## src/rtl/wb_pkg.sv

```systemverilog
// Shared widths, buffer entry layout and grant encoding for the writeback port arbiter.
package wb_pkg;

  localparam int unsigned REG_W        = 5;
  localparam int unsigned DATA_W       = 32;
  localparam int unsigned LU_DEPTH     = 2;
  localparam int unsigned STARVE_LIMIT = 3;
  localparam int unsigned CNT_W        = 2;
  localparam int unsigned STARVE_W     = 2;

  typedef struct packed {
    logic [REG_W-1:0]  rd;
    logic [DATA_W-1:0] data;
  } wb_entry_t;

  typedef enum logic [1:0] {
    GRANT_NONE,
    GRANT_PIPE,
    GRANT_FIFO
  } grant_e;

  function automatic logic [STARVE_W-1:0] starve_inc(input logic [STARVE_W-1:0] cnt);
    return (cnt == STARVE_W'(STARVE_LIMIT)) ? cnt : cnt + 1'b1;
  endfunction

endpackage

```

## src/rtl/wb_port_arbiter_if.sv

```systemverilog
// Writeback bus between the pipeline/long-latency units and the register file write port.
interface wb_port_arbiter_if;
  import wb_pkg::*;

  logic              pipe_valid;
  logic [REG_W-1:0]  pipe_reg;
  logic [DATA_W-1:0] pipe_data;
  logic              lu_valid;
  logic [REG_W-1:0]  lu_reg;
  logic [DATA_W-1:0] lu_data;
  logic              lu_ready;
  logic              stall_pipe;
  logic              rf_we;
  logic [REG_W-1:0]  rf_waddr;
  logic [DATA_W-1:0] rf_wdata;
  logic [CNT_W-1:0]  fifo_count;

  modport slave (
    input  pipe_valid, pipe_reg, pipe_data, lu_valid, lu_reg, lu_data,
    output lu_ready, stall_pipe, rf_we, rf_waddr, rf_wdata, fifo_count
  );

  modport master (
    output pipe_valid, pipe_reg, pipe_data, lu_valid, lu_reg, lu_data,
    input  lu_ready, stall_pipe, rf_we, rf_waddr, rf_wdata, fifo_count
  );

endinterface

```

## src/rtl/wb_fifo2.sv

```systemverilog
// Two-entry in-order buffer for long-latency results; slot0 is always the head.
module wb_fifo2
  import wb_pkg::*;
(
  input  logic             CLK,
  input  logic             RESET,
  input  logic             push,
  input  wb_entry_t        push_entry,
  input  logic             pop,
  output logic [CNT_W-1:0] count,
  output wb_entry_t        head
);

  wb_entry_t slot0;
  wb_entry_t slot1;
  logic      do_push;
  logic      do_pop;

  assign do_push = push && (count != CNT_W'(LU_DEPTH));
  assign do_pop  = pop && (count != '0);
  assign head    = slot0;

  always_ff @(posedge CLK) begin
    if (RESET) begin
      count <= '0;
      slot0 <= '0;
      slot1 <= '0;
    end else begin
      unique case ({do_push, do_pop})
        2'b10: begin
          if (count == '0) slot0 <= push_entry;
          else             slot1 <= push_entry;
          count <= count + 1'b1;
        end
        2'b01: begin
          slot0 <= slot1;
          count <= count - 1'b1;
        end
        // Push is blocked when full, so a simultaneous push/pop only occurs with one entry.
        2'b11: slot0 <= push_entry;
        default: ;
      endcase
    end
  end

endmodule

```

## src/rtl/wb_port_arbiter.sv

```systemverilog
// Shares one register-file write port between the in-order pipeline and buffered long-latency results.
module wb_port_arbiter (
  input  logic               CLK,
  input  logic               RESET,
  wb_port_arbiter_if.slave   bus
);
  import wb_pkg::*;

  logic [CNT_W-1:0]    count;
  wb_entry_t           head;
  wb_entry_t           sel;
  grant_e              grant;
  logic [STARVE_W-1:0] starve;
  logic                stall;
  logic                push;
  logic                pop;
  logic                rf_we;
  logic [REG_W-1:0]    rf_waddr;
  logic [DATA_W-1:0]   rf_wdata;

  assign bus.lu_ready   = (count != CNT_W'(LU_DEPTH));
  assign bus.fifo_count = count;
  assign bus.stall_pipe = stall;
  assign bus.rf_we      = rf_we;
  assign bus.rf_waddr   = rf_waddr;
  assign bus.rf_wdata   = rf_wdata;

  // The pipeline loses priority only once it has starved a non-empty buffer for the limit.
  assign stall = (starve == STARVE_W'(STARVE_LIMIT)) && (count != '0);
  assign push  = bus.lu_valid && bus.lu_ready;
  assign pop   = (grant == GRANT_FIFO);

  always_comb begin
    grant = GRANT_NONE;
    sel   = head;
    if (bus.pipe_valid && !stall) begin
      grant   = GRANT_PIPE;
      sel     = '{rd: bus.pipe_reg, data: bus.pipe_data};
    end else if (count != '0) begin
      grant = GRANT_FIFO;
    end
  end

  wb_fifo2 u_fifo (
    .CLK        (CLK),
    .RESET      (RESET),
    .push       (push),
    .push_entry ('{rd: bus.lu_reg, data: bus.lu_data}),
    .pop        (pop),
    .count      (count),
    .head       (head)
  );

  always_ff @(posedge CLK) begin
    if (RESET) begin
      rf_we    <= 1'b0;
      rf_waddr <= '0;
      rf_wdata <= '0;
      starve   <= '0;
    end else begin
      if (grant == GRANT_NONE) begin
        rf_we <= 1'b0;
      end else begin
        rf_we    <= (sel.rd != '0);
        rf_waddr <= sel.rd;
        rf_wdata <= sel.data;
      end
      starve <= (grant == GRANT_PIPE && count != '0) ? starve_inc(starve) : '0;
    end
  end

endmodule

```

## src/flat_wrapper.sv

```systemverilog
// flat-port wrapper written by rule: the top's interface ports become plain ports
module wb_port_arbiter_flat import wb_pkg::*;
  (CLK, RESET, bus_pipe_valid, bus_pipe_reg, bus_pipe_data, bus_lu_valid, bus_lu_reg, bus_lu_data, bus_lu_ready, bus_stall_pipe, bus_rf_we, bus_rf_waddr, bus_rf_wdata, bus_fifo_count);
  wb_port_arbiter_if bus_i ();
  input  logic CLK;
  input  logic RESET;
  input wire logic [$bits(bus_i.pipe_valid)-1:0] bus_pipe_valid;
  input wire logic [$bits(bus_i.pipe_reg)-1:0] bus_pipe_reg;
  input wire logic [$bits(bus_i.pipe_data)-1:0] bus_pipe_data;
  input wire logic [$bits(bus_i.lu_valid)-1:0] bus_lu_valid;
  input wire logic [$bits(bus_i.lu_reg)-1:0] bus_lu_reg;
  input wire logic [$bits(bus_i.lu_data)-1:0] bus_lu_data;
  output wire logic [$bits(bus_i.lu_ready)-1:0] bus_lu_ready;
  output wire logic [$bits(bus_i.stall_pipe)-1:0] bus_stall_pipe;
  output wire logic [$bits(bus_i.rf_we)-1:0] bus_rf_we;
  output wire logic [$bits(bus_i.rf_waddr)-1:0] bus_rf_waddr;
  output wire logic [$bits(bus_i.rf_wdata)-1:0] bus_rf_wdata;
  output wire logic [$bits(bus_i.fifo_count)-1:0] bus_fifo_count;
  assign bus_i.pipe_valid = bus_pipe_valid;
  assign bus_i.pipe_reg = bus_pipe_reg;
  assign bus_i.pipe_data = bus_pipe_data;
  assign bus_i.lu_valid = bus_lu_valid;
  assign bus_i.lu_reg = bus_lu_reg;
  assign bus_i.lu_data = bus_lu_data;
  assign bus_lu_ready = bus_i.lu_ready;
  assign bus_stall_pipe = bus_i.stall_pipe;
  assign bus_rf_we = bus_i.rf_we;
  assign bus_rf_waddr = bus_i.rf_waddr;
  assign bus_rf_wdata = bus_i.rf_wdata;
  assign bus_fifo_count = bus_i.fifo_count;
  wb_port_arbiter u_core (.CLK(CLK), .RESET(RESET), .bus(bus_i));
endmodule
```

## config.mk

```make
export PLATFORM = sky130hd
export DESIGN_NAME = wb_port_arbiter_flat
export DESIGN_NICKNAME = d
export VERILOG_FILES = /design/src/rtl/wb_pkg.sv /design/src/rtl/wb_port_arbiter_if.sv /design/src/rtl/wb_fifo2.sv /design/src/rtl/wb_port_arbiter.sv /design/src/flat_wrapper.sv
export SDC_FILE = /design/constraint.sdc
export NUM_CORES = 1
export LEC_CHECK = 0
export ABC_AREA = 1
export BUFFER_PORTS_ARGS = -buffer_cell sky130_fd_sc_hd__buf_4
export CAP_MARGIN = 20
export CORE_MARGIN = 10
export CORE_UTILIZATION = 45
export DETAILED_ROUTE_END_ITERATION = 8
export PLACE_DENSITY = 0.78
export SYNTH_ARGS = -nofsm -noshare
export SYNTH_HDL_FRONTEND = slang
export SYNTH_SLANG_ARGS = --single-unit
```

## constraint.sdc

```tcl
create_clock -name CLK -period 2.9 [get_ports CLK]
set_input_delay 0 -clock CLK [delete_from_list [all_inputs] [get_ports CLK]]
set_output_delay 0 -clock CLK [all_outputs]
set_load 0.05 [all_outputs]
```

# After elaboration in Yosys (flattened, before gate mapping)
# Index checks and enable logic that the tools add are counted.
[totals]
ff_bits = 116
input_bits = 78
[classes]
add_sub_neg = 3
eq_ne = 8
muxes = 6
bitwise = 2
n_reduce_logical = 17
[op_table]
columns = ["operator", "count"]
rows = [
  ["$pmux 37 s3", 1],
  ["$mux 37", 2],
  ["$eq 2x2->1 const B", 4],
  ["$logic_and 1x1->1", 6],
  ["$reduce_bool 5->1", 1],
  ["$add 2x1->2 const B", 2],
  ["$eq 2x1->1 const B", 2],
  ["$logic_not 2->1", 2],
  ["$mux 2", 2],
  ["$ne 2x2->1 const B", 2],
  ["$pmux 2 s2", 1],
  ["$reduce_and 2->1", 2],
  ["$reduce_bool 2->1", 2],
  ["$reduce_or 2->1", 2],
  ["$reduce_bool 3->1", 1],
  ["$not 1->1", 2],
  ["$sub 2x1->2 const B", 1],
  ["$logic_not 1->1", 1],
]

# Depth between registers and ports, before layout
[logic_depth]
word_depth = 10
mapped_depth = 14

# Cells and area by module
# From an unflattened synthesis, not the netlist that was laid out.
[hier_totals]
cells_unflattened = 783
area_unflattened_um2 = 5460.2
[by_module_without_submodules]
columns = ["module", "instances", "cells_per_inst", "area_each_um2", "seq_area_each_um2"]
rows = [
  ["wb_fifo2", 1, 545, 3603.5, 1521.5],
  ["wb_port_arbiter", 1, 238, 1856.8, 800.8],
]

# Least setup slack after synthesis
# Ideal clock, no wire load.
[synth_timing]
path_kind = "register to register"
start = "reg u_core.u_fifo.count[1]"
end = "reg u_core.u_fifo.slot0, in the netlist u_core.u_fifo.head[0]"
t_arrival_ns = 2.224
t_required_ns = 2.784
setup_slack_ns = 0.560
path_stages_with_launch = 12
path_buffers = 3
period_less_slack_ns = 2.340
path_cell_list = "dfxtp_1 -> nor2_1 -> inv_2 -> nand2_4 -> inv_1 -> buf_2 -> ha_1 -> buf_2 -> clkbuf_1 -> o21ai_0 -> nor2_1 -> nor2_1"
[synth_between]
elab_chain_len = 10
[synth_rtl]
columns = ["element", "line_no", "text"]
rows = [
  ["from (decl)", "wb_fifo2.sv:10", "output logic [CNT_W-1:0] count,"],
  ["from (signal assigned)", "wb_fifo2.sv:33", "count <= count + 1'b1;"],
  ["from (signal assigned)", "wb_fifo2.sv:37", "count <= count - 1'b1;"],
  ["$reduce_bool 2->1", "wb_fifo2.sv:20, wb_port_arbiter.sv:29, wb_port_arbiter.sv:39", ""],
  ["$logic_and 1x1->1", "wb_port_arbiter.sv:29", "assign stall = (starve == STARVE_W'(STARVE_LIMIT)) && (count != '0);"],
  ["$logic_not 1->1", "wb_port_arbiter.sv:36", "if (bus.pipe_valid && !stall) begin"],
  ["$logic_and 1x1->1", "wb_port_arbiter.sv:36", ""],
  ["$mux 2", "wb_port_arbiter.sv:36", ""],
  ["$eq 2x2->1", "wb_port_arbiter.sv:31", "assign pop = (grant == GRANT_FIFO);"],
  ["$logic_and 1x1->1", "wb_fifo2.sv:20", "assign do_pop = pop && (count != '0);"],
  ["$eq 2x2->1 or $eq 2x1->1 (tied branches)", "wb_fifo2.sv:29", "unique case ({do_push, do_pop})"],
  ["$ne 2x2->1 (no source line) or $reduce_bool 3->1 (tied branches)", "--", ""],
  ["$reduce_and 2->1 (no source line)", "--", ""],
  ["to (signal assigned)", "wb_fifo2.sv:31", "if (count == '0) slot0 <= push_entry;"],
  ["to (signal assigned)", "wb_fifo2.sv:36", "slot0 <= slot1;"],
  ["to (signal assigned)", "wb_fifo2.sv:40", "2'b11: slot0 <= push_entry;"],
  ["to (decl)", "wb_fifo2.sv:14", "wb_entry_t slot0;"],
]
# Parallel ways exist; a longest one is shown, timed or not.
# A chain may end at the register's enable or synchronous reset.

# Final worst setup path
[layout_timing]
start = "reg u_core.starve[0]"
end = "reg u_core.rf_we (netlist: u_core.bus.rf_we)"
[layout_between]
elab_chain_len = 7
[layout_rtl]
columns = ["element", "line_no", "text"]
rows = [
  ["from (decl)", "wb_port_arbiter.sv:13", "logic [STARVE_W-1:0] starve;"],
  ["from (signal assigned)", "wb_port_arbiter.sv:68", "starve <= (grant == GRANT_PIPE && count != '0) ? starve_inc(starve) : '0;"],
  ["$eq 2x2->1 (*)", "wb_port_arbiter.sv:29", ""],
  ["$logic_and 1x1->1 (*)", "wb_port_arbiter.sv:29", ""],
  ["$logic_not 1->1 (*)", "wb_port_arbiter.sv:36", ""],
  ["$logic_and 1x1->1 (*)", "wb_port_arbiter.sv:36", ""],
  ["$mux 2", "wb_port_arbiter.sv:36", ""],
  ["$logic_not 2->1", "wb_port_arbiter.sv:61", "if (grant == GRANT_NONE) begin"],
  ["$reduce_or 2->1 (no source line)", "--", ""],
  ["to (signal assigned)", "wb_port_arbiter.sv:64", "rf_we <= (sel.rd != '0);"],
  ["to (decl)", "wb_port_arbiter.sv:17", "logic rf_we;"],
]
# Mark *: on every way between the ends. The rest lies on a longest branch, timed or not.

==> flow_metrics.py <==
metrics = {
    "route": {
        "route.vias.total": 5139,
        "drc": 0,
        "first_pass_iters": 5,
        "wirelength_um": 15500,
        "drt_iter0_drc": 632,
        "via_per_inst": 4.81,
        "wl_per_cell_um": 14.5,
        "drtAntennaViolNets": 0,
    },
    "floorplanning": {
        "ios": 120,
        "core_area_mm2": 0.0109,
        "start_util_pct": 46.2,
        "fp.dieH_um": 126,
        "die_x_um": 126,
        "core.rowCount": 38,
        "die_area_mm2": 0.0158,
    },
    "power_and_ir_drop": {
        "peakVddDrop_v": 0.000406,
        "powerDensity_mw_per_mm2": 804,
        "power_leakage_uw": 0.00365,
    },
    "clocking": {
        "cts_tree": "yes",
        "cts_sinks": 116,
        "cts_buffers": 17,
        "cts_max_level": 4,
        "clock-root-buffer": "clkbuf_8",
        "clk_latency_ps": 500,
        "cts_setup_buffers": 0,
        "clk_pin_slew_ps": 60,
        "cts_max_path_buffers": 2,
    },
    "layout": {
        "layout_commonest_cell": "nand2_1",
        "area_growth_pct": 45.1,
        "drive_gt1_share_pct": 17.9,
        "most-common-layout-cells": "nand2_1 (200), buf_4 (123), dfxtp_1 (116)",
        "finish.utilization_pct": 67.0,
        "regArea_mm2": 0.00232,
        "nFillCells": 859,
        "finalNetCount": 994,
        "multi_input_area_mm2": 0.00217,
    },
    "sta": {
        "post-route-period-util_pct": 88.0,
        "fin_setup_tns_ps": 0,
        "grt_setup_unrepaired": "false",
        "fin_worst_skew_ps": 9.74,
        "maxSlewViolCount": 0,
        "worstMarginPinSlew_ps": 648,
        "slew_headroom_pct": 56.8,
        "fmax_mhz": 392,
        "report.final.setup_viol": 0,
        "finalHoldViolCount": 0,
        "period_needed_ps": 2550,
    },
    "synthesis": {
        "ys_seq_area_share_pct": 46.2,
        "synth-edff-count": 0,
        "synth-seq-cells": 116,
        "yosys_warnings": 0,
        "synth_cell_type_count": 25,
        "syn_area_per_cell_um2": 6.85,
        "async_reset_ff_share_pct": 0,
        "syn_area_mm2": 0.00503,
        "syn_inst": 734,
        "synth_ff_type": "dfxtp_1",
        "synthesis.nets": 815,
    },
    "placed_design": {
        "hpwl_um": 8790,
        "io_buffers": 119,
        "place.gp.congestion": 0.808,
    },
    "grt": {
        "overflow": 0,
        "antenna_found_initial": 3,
        "grt_pass1_vias": 5090,
        "grt_max_degree": 116,
        "grt_pass1_wl_um": 25600,
        "grtUsageTotal_pct": 19.3,
    },
    "flow_run": {
        "maxCapViolCount": 0,
    },
    "critical_path": {
        "ff2ff_setup_slack_ps": 350,
        "crit_type": "reg -> reg",
        "startpoint_type": "flip-flop",
        "worstPathArrival_ps": 2950,
        "path_max_fanout": 9,
        "required_ps": 3300,
        "crit_path_end_kind": "flip-flop",
    },
    "run_status": {
        "status": "finished clean",
    },
    "worst_hold_path": {
        "min_path_type": "in -> reg",
    },
}
## worst paths after layout
| check | startpoint | endpoint | cells past startpoint |
|---|---|---|---|
| max | u_core.starve[0]$_SDFFE_PP0N_ | u_core.bus.rf_we$_SDFF_PP0_ | 9 |
| min | RESET | u_core.bus.rf_wdata[13]$_SDFFE_PP0P_ | 5 |
| max reg2reg | u_core.starve[0]$_SDFFE_PP0N_ | u_core.bus.rf_we$_SDFF_PP0_ | 9 |
| min reg2reg | u_core.u_fifo.slot1[31]$_SDFFE_PP0P_ | u_core.u_fifo.slot1[31]$_SDFFE_PP0P_ | 2 |
## worst max-delay path, stage by stage, from the launching register on
cell and delay [ps]:
dfxtp_1 320, ha_1 270, o21ai_4 120, nand2_4 120
o21ai_0 270, nand2_1 70, dlygate4sd3_1 560, nor2_1 120
dlygate4sd3_1 560, nor2_1 40
## stage by stage
| stage | worst slack (ps) | instances | hold WS [ps] | instance area, um2 | total power, uW |
|---|---|---|---|---|---|
| after global routing | 176 | 1068 | 58.3 | 7300 | 6210 |
| after CTS | 412 | 1065 | 13.4 | 7290 | 5850 |
| after global placement | 728 | 956 | 248 | 5960 | 3800 |
| after floorplan | 560 | 734 | 143 | 5030 | 3410 |
| after detailed placement | 681 | 956 | 256 | 5960 | 3820 |
| final | 349 | 1069 | 40.5 | 7300 | 5860 |
## cell families after synthesis
logic type | after synthesis | share of synthesized area [%]
DFF | 116 | 46.2
and+or+nand+nor | 344 | 27.2
buffers and inverters | 126 | 10.7
adders and majority gates | 3 | 0.747
muxes | 1 | 0.199
AOI/OAI and AO/OA | 143 | 14.8
xor gates and xnor gates | 1 | 0.174
## synth_stat cells, types with 4 or more instances
library cell | n | share of area, %
o21ai_1 | 13 | 1.3
dfxtp_1 | 116 | 46
clkbuf_1 | 17 | 1.3
nand2_1 | 200 | 15
inv_2 | 4 | 0.30
nand3_1 | 36 | 3.6
o21ai_0 | 94 | 9.4
buf_1 | 5 | 0.37
inv_1 | 78 | 5.8
a21oi_1 | 29 | 2.9
buf_2 | 15 | 1.5
nor2_1 | 101 | 7.5
buf_6 | 5 | 1.1
## where the power goes
part / switching [uW] / total, uW / internal [uW]
registers: 206 / 2180 / 1980
clock network: 684 / 1920 / 1240
logic: 1160 / 1760 / 595
total: 2050 / 5860 / 3810
## repair_timing
action                    4_1_cts  5_1_grt
gates resized for setup         0        0
hold endpoints to repair      113        0
hold buffers                   78        0
## area by class of cell
| class | count | share of cell area, % |
|---|---|---|
| Multi-Input combinational cell | 492 | 29.8 |
| Antenna cell | 4 | 0.137 |
| Clock inverter | 4 | 0.617 |
| Tap cell | 140 | 2.40 |
| Timing Repair Buffer | 204 | 24.2 |
| Inverter | 82 | 4.22 |
| Clock buffer | 27 | 6.87 |
| Sequential cell | 116 | 31.8 |
## metal layers
metal / global-route usage, % / wire [um] / vias up
met5: 0 / 0 / -
li1: - / - / 2655
met3: 6.08 / 1070 / 30
met1: 23.5 / 6700 / 2260
met4: 7.86 / 406 / 0
met2: 30.7 / 7330 / 194
## sequential cells by signal, summed over array words and instances (netlist names)
name / flops
u_core.bus.rf_waddr: 5
u_core.bus.rf_wdata: 32
u_core.bus.rf_we: 1
u_core.starve: 2
u_core.u_fifo.count: 2
u_core.u_fifo.head: 37
u_core.u_fifo.slot1: 37
Note: power is estimated with default switching activity, not from simulation.
